===== src/rtl/input_debounce.sv =====
// input_debounce
//
// Conditions the raw J1 header pins for the 4-input NOR array. Each pin is
// brought into the CLK domain through a synchroniser chain, then
// debounced with its own stability counter. O moves only after the
// synchronised level has differed from O for DEBOUNCE_CYCLES consecutive
// cycles.
//
// Optional feature macro: INPUT_DEBOUNCE_EDGE_EN
//   defined   - RISE/FALL are registered one-cycle strobes that are high in
//               the cycle O[i] first shows its new value.
//   undefined - RISE/FALL stay on the port list tied to 0; no strobe flops.
//
// Parameters
//   WIDTH           number of independent input bits
//   SYNC_STAGES     synchroniser flops per bit (2 or more)
//   DEBOUNCE_CYCLES stable cycles required before O follows (1 or more)
//
// Ports
//   CLK    single clock, rising edge
//   RESET  synchronous, active-high
//   I      raw asynchronous pin levels
//   O      debounced levels, registered
//   RISE   one-cycle strobe on O[i] 0->1
//   FALL   one-cycle strobe on O[i] 1->0

module input_debounce #(
    parameter int WIDTH           = 8,
    parameter int SYNC_STAGES     = 2,
    parameter int DEBOUNCE_CYCLES = 12000
) (
    input  logic             CLK,
    input  logic             RESET,
    input  logic [WIDTH-1:0] I,
    output logic [WIDTH-1:0] O,
    output logic [WIDTH-1:0] RISE,
    output logic [WIDTH-1:0] FALL
);

    // A width of 1 keeps the counter legal when DEBOUNCE_CYCLES is 1; in
    // that case the compare value is 0 and every difference expires at once.
    localparam int              CNT_W   = (DEBOUNCE_CYCLES > 1) ? $clog2(DEBOUNCE_CYCLES) : 1;
    localparam logic [CNT_W-1:0] CNT_MAX = CNT_W'(DEBOUNCE_CYCLES - 1);

    logic [WIDTH-1:0] sync_q [SYNC_STAGES];
    logic [CNT_W-1:0] cnt_q  [WIDTH];
    logic [WIDTH-1:0] s;
    logic [WIDTH-1:0] differ;
    logic [WIDTH-1:0] expire;

    assign s      = sync_q[SYNC_STAGES-1];
    assign differ = s ^ O;

    always_comb begin
        expire = '0;
        for (int i = 0; i < WIDTH; i++) begin
            expire[i] = differ[i] && (cnt_q[i] == CNT_MAX);
        end
    end

    always_ff @(posedge CLK) begin
        if (RESET) begin
            for (int k = 0; k < SYNC_STAGES; k++) begin
                sync_q[k] <= '0;
            end
            for (int i = 0; i < WIDTH; i++) begin
                cnt_q[i] <= '0;
            end
            O <= '0;
        end else begin
            sync_q[0] <= I;
            for (int k = 1; k < SYNC_STAGES; k++) begin
                sync_q[k] <= sync_q[k-1];
            end
            // A return to O before expiry clears the count, so only an
            // unbroken run of DEBOUNCE_CYCLES differing samples gets through.
            // Expiry also clears it, which bounds the counter at CNT_MAX.
            for (int i = 0; i < WIDTH; i++) begin
                if (!differ[i] || expire[i]) begin
                    cnt_q[i] <= '0;
                end else begin
                    cnt_q[i] <= cnt_q[i] + CNT_W'(1);
                end
            end
            O <= O ^ expire;
        end
    end

`ifdef INPUT_DEBOUNCE_EDGE_EN
    // Registered in the same edge as O, so each strobe lines up with the
    // first cycle O shows the new value. s is the new value on expiry.
    always_ff @(posedge CLK) begin
        if (RESET) begin
            RISE <= '0;
            FALL <= '0;
        end else begin
            RISE <= expire & s;
            FALL <= expire & ~s;
        end
    end
`else
    assign RISE = '0;
    assign FALL = '0;
`endif

endmodule

===== config.mk =====
export PLATFORM = sky130hd
export DESIGN_NAME = input_debounce
export DESIGN_NICKNAME = d
export VERILOG_FILES = /design/src/rtl/input_debounce.sv
export SDC_FILE = /design/constraint.sdc
export NUM_CORES = 1
export LEC_CHECK = 0
export BUFFER_PORTS_ARGS = -buffer_cell sky130_fd_sc_hd__buf_2
export CAP_MARGIN = 20
export CORE_UTILIZATION = 45
export CTS_BUF_LIST = sky130_fd_sc_hd__clkbuf_8
export DETAILED_ROUTE_END_ITERATION = 10
export SETUP_SLACK_MARGIN = 0.1
export SKIP_CTS_REPAIR_TIMING = 1
export SYNTH_ARGS = -nofsm -noshare
export SYNTH_HDL_FRONTEND = slang
export SYNTH_SLANG_ARGS = --single-unit

===== constraint.sdc =====
create_clock -name CLK -period 5.4 [get_ports CLK]
set_clock_uncertainty 0.15 [all_clocks]
set_input_delay 1.08 -clock CLK [delete_from_list [all_inputs] [get_ports CLK]]
set_output_delay 1.08 -clock CLK [all_outputs]
set_load 0.03 [all_outputs]

==> summary.md <==
| Metric | Value |
|---|---|
| Final TNS setup | 0 ps |
| Fmax | 0.414 GHz |
| Synth area leader | edfxtp_1 |
| Fillers | 1,346 |
| Chip Width | 126 um |
| Part of the Yosys area used for sequential elements | 55.6% |
| Startpoint types | register |
| I/O pin cnt | 34 |
| Cells on worst reg2reg path | 4 |
| Gate power share | 4.7% |
| Top cells by count, synth | nor2_1 (127), edfxtp_1 (112), xnor2_1 (64), nand3_1 (41), xor2_1 (39) |
| Antenna violation net count after detailed routing | 0 |
| Syn Std Cell Area | 6920 um^2 |
| DR pass1 iterations | 4 |
| DP Wirelength | 8020 um |
| RSZ-0062 raised after global routing | no |
| Uppermost layer routed | met4 |
| Required @ worst endpoint | 5420 ps |
| DR WL met3 | 456 um |
| Tot GR Track Use | 15.3% |
| P per Cell Area | 273 nW/um^2 |
| Fin Hold WS | 293 ps |
| Hold endpoint | sync_q[0][8] |
| Worst EP arrival | 2440 ps |
| Clock Power Share | 38.3% |
| Initial Utilization | 46.9% |
| Drt via density | 4.81 |
| Layout cell share with drive strength beyond 1 | 5.91% |
| DR WL met2 | 5200 um |
| Final worst path period share | 44.7% |
| Worst setup EP type | register |
| Mux contribution to synthesized area | 1.16% |
| Final Setup Violations | 0 |
| Critical hold path startpoint | sync_q[0][0] |
| Max clock buf depth | 2 |
| Post-synth top area share | 48.6% |
| Clock root buffer | clkbuf_8 |
| DR vias | 4,636 |
| Worst vdd ir | 0.000176 V |
| Mapped Cells | 637 |
| H-tree depth | 4 |
| Post-synth EDFFs | 112 |
| Switching share of total power | 22.7% |
| Multi-input gate area | 3240 um^2 |
| Worst hold path depth | 1 |
| Pint | 1650 uW |
| Reg area | 3840 um^2 |
| Wire per inst | 11.7 um |
| Clock Pin Slew Worst Setup and Hold Paths | 80 ps |
| Status | complete, no violations |
| Worst min path class | register to register |
| Synth Area in Simple Gates | 24.1% |
| Avg Inst Size Synth | 10.9 um^2 |
| Top-count cell post-synth | nor2_1 |
| Initial DRC count | 201 |
| Max Transition Viols Final | 0 |
| Synth unique cells | 37 |
| Die H | 126 um |
| DRT met1 WL | 5320 um |
| Sequential Power Share | 57.0% |
| Die area | 15,900 um^2 |
| Synth Register Bits | 136 |
| Area grow syn2layout | 13.4% |
| Largest net degree at the start of global routing | 33 |
| Kind of critical path | register to register |
| Total CTS buffers | 17 |
| CORE AREA | 14,800 um^2 |
| Number of max-cap violations | 0 |
| Switching power total | 484 uW |
| Sink Count | 136 |
| Critical register-to-register path startpoint | cnt_q[0][12] |
| Synth Flop Type | edfxtp_1 |
| Clk Latency, worst-skew pair | 440 ps |
| Ys Warns | 0 |
| TritonCTS clock tree | built |
| Post-synthesis adder-cell area fraction | 1.45% |
| Slew margin rel. | 62.4% |
| Worst Max-Slew Pin Slew | 559 ps |
| DRC Markers | 0 |
| Fraction of the mapped netlist area in compound gates | 0.145% |
| XOR/XNOR share of the synthesized area | 13.0% |
| R2R Path End | cnt_q[0][11] |
| Flop2flop setup slack | 2990 ps |
| Port bufs | 17 |
| Routed wire length | 11,200 um |
| Row count | 44 |
| GP Congestion | 0.798 |
| Fin crit period | 2410 ps |
| Net total in the final layout | 784 |
| Synth area leaders | edfxtp_1 (49%), xnor2_1 (8.1%), dfxtp_1 (6.9%) |
| Combinational family with the most area after synthesis | simple AND/OR/NAND/NOR gates |
| Initial antenna violation count | 1 |
| Crit path max fanout | 13 |
| Async S/R FF share, synth | 0% |
| Final hold viol count | 0 |
| Number of global-route vias before repair | 4,475 |
| First-pass GRT wire length | 19,200 um |
| P_leak | 0.00281 uW |
| Grt total ovfl | 0 |
## how the worst max path moves through the flow
| stage | startpoint | to | slack (ps) | cells past startpoint |
|---|---|---|---|---|
| after floorplan | RESET | cnt_q[1][47] | 3140 | 5 |
| after global placement | RESET | cnt_q[0][8] | 2780 | 4 |
| after detailed placement | RESET | cnt_q[0][11] | 2730 | 4 |
| after CTS | cnt_q[0][12] | cnt_q[0][11] | 2940 | 4 |
| after global routing | cnt_q[1][28] | cnt_q[1][40] | 2820 | 5 |
| final | cnt_q[0][12] | cnt_q[0][11] | 2990 | 4 |
## cell type report
type	instances	share of cell area (%)
multi-input cells	576	41.3
inverters	18	0.861
clock buffers	17	2.98
well taps	184	2.94
flip-flops and latches	136	49.0
diodes	1	0.0319
clock inverters	15	1.83
repair buffers	17	1.08
## placed cells by master, fill, tap and decap left out, drive strengths merged, types with 2 or more instances in the layout
master  instances
clkinv          9
xnor2          64
edfxtp        112
xor2           39
nand2          30
nor4b           2
nor4           20
and4            7
conb          128
and3           10
ha              8
inv            21
nor2b          16
clkbuf         17
bufinv          3
or4             3
buf            17
nor3           23
or4b            5
or3             7
mux2i           8
nand4          30
nor2          127
nand3          41
dfxtp          24
## power by group through the flow
stage               logic [uW]  clock network [uW]  registers, uW
detailed placement        98.0                   0           1240
global route               115                 885           1230
CTS                       99.1                 845           1220
floorplan                 98.3                   0           1230
finish                     101                 818           1220
global placement          97.0                   0           1240
## routing by layer
| layer | GRT usage, % | vias up |
|---|---|---|
| met5 | 0 | - |
| li1 | - | 2365 |
| met2 | 24.9 | 84 |
| met4 | 7.80 | 0 |
| met1 | 18.6 | 2169 |
| met3 | 4.12 | 18 |
## state kept, by name, summed over array words and instances (netlist names), named ones only
signal  cells
cnt_q     112
sync_q     16
## logic make-up after synthesis
| family | count (synthesis) |
|---|---|
| compound gates | 2 |
| mux | 8 |
| simple gates | 327 |
| other cells | 2 |
| buf+inv | 51 |
| flops | 136 |
| xor+xnor | 103 |
| fa+ha+maj | 8 |
## critical path, stage by stage, from the launching register on
cell and delay, ps:
edfxtp_1 430, or4b_1 540, nor4_1 440, or2_1 470, nor2_1 110
## per-stage QoR
stage	cell area (um^2)	setup slack, ps	util [%]	total power [uW]	instances
2_1_floorplan	7390	3140	-	1330	763
3_3_place_gp	7460	2780	50.6	1340	931
3_5_place_dp	7460	2730	50.6	1340	931
4_1_cts	7840	2940	53.1	2160	963
5_1_grt	7840	2820	53.1	2230	963
6_report	7840	2990	53.2	2140	964
(Power assumes the default switching activity.)
